[src/rtl/k_means_reg_bank.sv]
// k_means_reg_bank: k-means result registers, core write port and four-phase host read port.
// Define KMEANS_REG_PARITY_EN to store an even-parity bit per register and flag mismatches on read.
module k_means_reg_bank #(
   parameter int addrWidth = 8,
   parameter int dataWidth = 91,
   parameter int NUM_REGS  = 16
) (
   input  logic                 clk,
   input  logic                 rst_n,
   input  logic [addrWidth-1:0] reg_num,
   input  logic                 reg_w_r,
   input  logic [dataWidth-1:0] reg_write_data,
   input  logic                 interupt,
   input  logic                 host_rd_req,
   input  logic [addrWidth-1:0] host_rd_addr,
   output logic                 host_rd_ack,
   output logic [dataWidth-1:0] host_rd_data,
   output logic                 host_irq,
   input  logic                 host_irq_clr,
   output logic                 wr_err,
   output logic                 rd_err
);
   localparam int IW = (NUM_REGS > 1) ? $clog2(NUM_REGS) : 1;
   localparam logic [addrWidth:0] NR = (addrWidth + 1)'(NUM_REGS);
   typedef enum logic [1:0] {IDLE, READ, ACK} state_t;
   state_t               state_q, state_d;
   logic [dataWidth-1:0] regs_q [NUM_REGS];
   logic [addrWidth-1:0] addr_q, addr_d;
   logic [dataWidth-1:0] rd_data_q, rd_data_d;
   logic                 rd_err_q, rd_err_d, irq_q, irq_d, wr_err_q, wr_err_d, block_q, block_d;
   logic                 wr_ok, rd_ok, accept, par_bad;
   logic [IW-1:0]        wr_idx, rd_idx;
   assign wr_ok  = {1'b0, reg_num} < NR;
   assign rd_ok  = {1'b0, addr_q} < NR;
   assign wr_idx = reg_num[IW-1:0];
   assign rd_idx = addr_q[IW-1:0];
   always_ff @(posedge clk or negedge rst_n)
      if (!rst_n) begin
         for (int i = 0; i < NUM_REGS; i++) regs_q[i] <= '0;
      end else if (reg_w_r && wr_ok) begin
         regs_q[wr_idx] <= reg_write_data;
      end
`ifdef KMEANS_REG_PARITY_EN
   logic [NUM_REGS-1:0] par_q;
   always_ff @(posedge clk or negedge rst_n)
      if (!rst_n) par_q <= '0;
      else if (reg_w_r && wr_ok) par_q[wr_idx] <= ^reg_write_data;
   assign par_bad = (^regs_q[rd_idx]) != par_q[rd_idx];
`else
   assign par_bad = 1'b0;
`endif
   // block_q holds off new reads after reset until the host has dropped its request
   always_ff @(posedge clk or negedge rst_n)
      if (!rst_n) begin
         state_q   <= IDLE;
         addr_q    <= '0;
         rd_data_q <= '0;
         rd_err_q  <= 1'b0;
         irq_q     <= 1'b0;
         wr_err_q  <= 1'b0;
         block_q   <= 1'b1;
      end else begin
         state_q   <= state_d;
         addr_q    <= addr_d;
         rd_data_q <= rd_data_d;
         rd_err_q  <= rd_err_d;
         irq_q     <= irq_d;
         wr_err_q  <= wr_err_d;
         block_q   <= block_d;
      end
   always_comb begin
      state_d = (state_q == IDLE) ? (accept ? READ : IDLE)
              : (state_q == READ) ? ACK
              : (host_rd_req ? ACK : IDLE);
   end
   // Read data is taken from the register array before this edge's write lands
   always_comb begin
      accept    = (state_q == IDLE) && host_rd_req && !block_q;
      addr_d    = accept ? host_rd_addr : addr_q;
      rd_data_d = (state_q == READ) ? (rd_ok ? regs_q[rd_idx] : '0) : rd_data_q;
      rd_err_d  = (state_q == READ) ? (!rd_ok || par_bad) : rd_err_q;
      block_d   = block_q && host_rd_req;
      irq_d     = interupt || (irq_q && !host_irq_clr);
      wr_err_d  = (reg_w_r && !wr_ok) || (wr_err_q && !host_irq_clr);
   end
   always_comb begin
      host_rd_ack  = (state_q == ACK);
      host_rd_data = rd_data_q;
      rd_err       = rd_err_q;
      host_irq     = irq_q;
      wr_err       = wr_err_q;
   end
endmodule

[config.mk]
export PLATFORM = sky130hd
export DESIGN_NAME = k_means_reg_bank
export DESIGN_NICKNAME = d
export VERILOG_FILES = /design/src/rtl/k_means_reg_bank.sv
export SDC_FILE = /design/constraint.sdc
export NUM_CORES = 2
export LEC_CHECK = 0
export ABC_CLOCK_PERIOD_IN_PS = 4210
export CAP_MARGIN = 20
export CORE_MARGIN = 2
export CORE_UTILIZATION = 45
export CTS_CLUSTER_SIZE = 28
export DETAILED_ROUTE_END_ITERATION = 8
export GPL_TIMING_DRIVEN = 0
export HOLD_SLACK_MARGIN = 0.05
export PLACE_DENSITY = 0.64
export SYNTH_ARGS = -nofsm -noshare
export SYNTH_HDL_FRONTEND = slang
export SYNTH_SLANG_ARGS = --single-unit
[constraint.sdc]
create_clock -name clk -period 4.21 [get_ports clk]
set_input_delay 0.421 -clock clk [delete_from_list [all_inputs] [get_ports clk]]
set_output_delay 0.421 -clock clk [all_outputs]
set_load 0.02 [all_outputs]
; ---- Word level (Yosys, flattened, before mapping)
; Cells that the tools add are included.
[op_classes]
order_cmp = 5
eq_ne = 2
mux = 11
n_bitwise = 2
n_reduce_logical = 15
[ops]
columns = op, count
row1 = bitwise mux 1456 bit, 1
row2 = binary-select mux 91 bit (select 4 bit), 1
row3 = demux 91 bit (select 4 bit), 1
row4 = two-way mux 91 bit, 4
row5 = less-than comparator 8 x 5 -> 1 bit (second input constant), 2
row6 = >= comparator 5 bit (second input constant), 2
row7 = inverter 4 -> 5 bit, 2
row8 = logical AND 1 bit, 8
row9 = two-way mux 2 bit, 3
row10 = less-than comparator 5 x 1 -> 1 bit (second input constant), 1
row11 = logical NOT 1 bit, 4
row12 = equality test 2 x 1 -> 1 bit (second input constant), 1
row13 = equality test 2 bit (second input constant), 1
row14 = logical NOT 2 bit, 1
row15 = logical OR 1 bit, 2
row16 = two-way mux 1 bit, 1
[totals]
ff_bits = 1561
output_inout_bits = 95
wordCells = 58

; ---- Longest topological paths before layout
[depth]
word_depth = 6
ltp_mapped = 7

; ---- Worst setup path after synthesis
; No wires, ideal clock.
[synth_timing]
path_kind = register to register
start = register addr_q[0]
end = register rd_data_q[10] (netlist: host_rd_data[10])
setup_ps = 121
t_arrival_ps = 1984
required_ps = 4089
path_slack_ps = 2105
path_stages_with_launch = 7
cell_sequence = dfrtp_1 clkbuf_1 buf_1 mux4_2 mux2_2 a22oi_1 nand2_1
[synth_between]
elab_chain_cells = 5
[synth_rtl]
columns = item, line_no
row1 = start: declaration, 28  ; logic [addrWidth-1:0] addr_q, addr_d;
row2 = start signal: assignment, 64  ; addr_q <= addr_d;
row3 = inverter 4 -> 5 bit (implied by the code), 80  ; rd_data_d = (state_q == READ) ? (rd_ok ? regs_q[rd_idx] : '0) : rd_data_q;
row4 = binary-select mux 91 bit (select 4 bit), 80
row5 = two-way mux 91 bit (implied by the code) (2 in series), 80
row6 = two-way mux 91 bit (*), 80
row7 = end signal: assignment, 65  ; rd_data_q <= rd_data_d;
row8 = end: declaration, 29  ; logic [dataWidth-1:0] rd_data_q, rd_data_d;
; Every way passes the cells marked *; elsewhere a longest branch is shown, timed or not. The select of a mux whose other input is x is not followed.
; A chain may end at the register's enable or synchronous reset.

; ---- Worst setup path in the final report
[layout_timing]
start = register addr_q[2]
end = register rd_data_q[79] (netlist: host_rd_data[79])
; Same word-level chain as after synthesis.

==> out/metrics.csv <==
stage;metric;value;unit
synthesis;ys_async_sr_fraction;100;%
pwr;p_per_area;493;mW/mm²
global_routing;grt_pass1_wl;279000;µm
synthesis;yosysMostFrequentCell;mux2_2;
sta;fin_tns_setup;0;ns
setup_path;crit_buf_inv;3;
placed_design;port_buffers;205;
routing;wirelength;186000;µm
sta;tightest_slew;1.19;ns
pwr;power;39.4;mW
layout;layout-drive-gt1-share;51.3;%
clocking;clk_pin_slew_worst_paths;0.06;ns
clocking;ctsLongestPathBuffers;3;
synthesis;syn_area_per_cell;16.2;µm²
routing;wl_met2;87500;µm
setup_path;cp-start-kind;flip-flop;
placed_design;routabilityCongestion;0.772;
setup_path;crit_chain;clkbuf_1 > clkbuf_1 > clkbuf_1 > mux4_2 > mux2_2 > a22oi_1 > nand2_1;
synthesis;ys_types;28;
die;die_w;396;µm
setup_path;critical-path-top-delay-family;buffers and inverters;
layout;fin_nets;4782;
synthesis;syn_area;0.0691;mm²
setup_path;required;4.89;ns
setup_path;cpPeakStageDelay;0.92;ns
synthesis;yosys.area_share.simple;1.31;%
sta;max_slew_margin;21.0;%
synthesis;synth_ff_type;dfrtp_1;
routing;wl_met3;9720;µm
outcome;run_status;finished clean;
routing;met1_length;83400;µm
run;cap_violations;0;
setup_path;crit_slowest_cell;clkbuf_1;
pwr;power.ir.vdd_worst;0.000342;V
synthesis;synthTopCellsByCount;1618 x mux2_2, 1560 x dfrtp_1, 364 x mux4_2;
clocking;htreeDepth;4;
placed_design;dp_hpwl;120000;µm
synthesis;yosysSeqAreaShare;56.6;%
layout;utilization;52.6;%
setup_path;crit_type;reg -> reg;
setup_path;worstPathArrival;4.17;ns
setup_path;crit_top_cell;clkbuf_1;
worst_hold_path;hold_path_class;in -> reg;
die;die_area;0.157;mm²
sta;timing.fmax;0.286;GHz
die;rows;143;
routing;via_per_inst;5.73;
setup_path;crit_path_end_kind;flip-flop;
routing;drtAntennaViolNets;0;
synthesis;synthAdderAreaFrac;0;%
sta;finalSetupViolCount;0;
setup_path;path_max_fanout;10;
clocking;clock_latency;0.81;ns
synthesis;syn-num-nets;4376;
synthesis;synth_compound_area_share;1.02;%
sta;period_share;83.0;%
sta;holdWs;0.167;ns
synthesis;synth_edf_count;0;
placed_design;place_area;0.0743;mm²
synthesis;ys_seq_elements;1561;
synthesis;synth_top_family_by_area;multiplexers;
placed_design;dp_slack;0.208;ns
synthesis;synth_xor_area_share;0;%
global_routing;overflow;0;
sta;finalHoldViolCount;0;
sta;finalClockSkew;0.0252;ns
synthesis;synth.area.mux_share;38.7;%
global_routing;grtUsageTotal;24.0;%
synthesis;synthCells;4263;
routing;drc;0;
die;initial_core_util;45.4;%
synthesis;synth.largest_area_cell;dfrtp_1;
routing;top_layer;met5;
global_routing;grt_max_degree;179;
routing;drt_iter0_markers;2463;
clocking;numCtsBuffers;169;
routing;num_vias;39200;
layout;instances_no_fill;6838;
sta;rsz0062_at_grt;false;
layout;fin_area;0.0800;mm²
clocking;cts_tree;yes;
die;core-area;0.152;mm²
synthesis;ys_warn_count;0;
sta;layout_min_cycle_time;3.49;ns
pwr;p_leak;38.5;nW
layout;areaGrowthSynthToFinish;15.8;%
synthesis;synthTopCellsByArea;dfrtp_1 57%, mux2_2 26%, mux4_2 12%;
global_routing;antenna_found_initial;24;
global_routing;first_global_vias;41500;
routing;wl_per_cell;27.1;µm
sta;drv_slew;0;
sta;fin_ws;0.718;ns
clocking;cts.sinks;1561;
placed_design;place_inst;6524;
die;die_h;396;µm
clocking;root_buffer;clkbuf_16;
routing;first_pass_iters;5;
synthesis;synth_top_area_share;56.5;%
die;io_pins;208;
cells by family after synthesis:
group / count (synthesis)
simple gates: 217
compound gates: 94
buf+inv: 381
flops: 1561
mux: 2010
area by class of cell:
type / instances / area [µm²]
Clock inverter: 45 / 627
Clock buffer: 258 / 5020
Tap cell: 2030 / 2540
Fill cell: 12700 / 72100
Multi-Input combinational cell: 2321 / 28400
Antenna cell: 7 / 17.5
Sequential cell: 1561 / 39100
Inverter: 3 / 11.3
Buffer: 378 / 1640
Timing Repair Buffer: 235 / 2650
state kept, by name (all words and copies together) (netlist names):
signal	count
wr_err	1
rd_err	1
addr_q	8
state_q	2
regs_q	1456
host_rd_data	91
host_irq	1
block_q	1
per-layer routing:
layer  track usage (%)  vias to the layer above
met4              7.29                       12
met3              4.46                      274
met2              37.6                      891
met1              34.2                    21400
li1                  -                    16600
met5                 0                        -
final timing paths:
| kind | from | to | slack (ns) | depth (start not counted) |
|---|---|---|---|---|
| worst max-delay path | addr_q[2]$_DFFE_PN0P_ | host_rd_data[79]$_DFFE_PN0N_ | 0.72 | 7 |
| worst min-delay path | interupt | host_irq$_DFF_PN0_ | 0.17 | 2 |
| worst max register to register | addr_q[2]$_DFFE_PN0P_ | host_rd_data[79]$_DFFE_PN0N_ | 0.72 | 7 |
| worst min register to register | host_irq$_DFF_PN0_ | host_irq$_DFF_PN0_ | 0.48 | 1 |
| max in group asynchronous | rst_n | regs_q[399]$_DFFE_PN0P_ | 1.30 | 5 |
| min in group asynchronous | rst_n | regs_q[86]$_DFFE_PN0P_ | 0.19 | 2 |
layout by cell type, fill, tap and decap left out, drive strengths merged:
master,instances
o2bb2ai,1
and2,1
bufinv,10
or4,1
nand3,1
nand2,187
nand4b,2
nor4b,2
mux2,1646
dlygate4sd3,1
nor3,5
clkbuf,438
diode,7
buf,228
a22oi,91
clkinvlp,4
clkdlybuf4s50,204
o21ai,1
mux4,364
nand4,1
clkinv,27
nor2b,1
inv,7
a21o,1
nand3b,2
nor4,1
nand2b,3
dfstp,1
dfrtp,1560
nor2,10
repair_timing:
action                                 CTS  global route
buffers inserted                         0             0
endpoints found under the hold margin   93             0
gates resized for setup                  0             0
hold buffers                             1             0
power breakdown:
part / switching, mW / total [mW] / internal, mW / leakage [nW]
clock: 6.20 / 15.0 / 8.84 / 2.76
combinational: 4.82 / 8.26 / 3.44 / 14.2
sequential: 0.394 / 16.1 / 15.8 / 21.5
total: 11.4 / 39.4 / 28.0 / 38.5
Note: power is estimated with default switching activity, not from simulation.
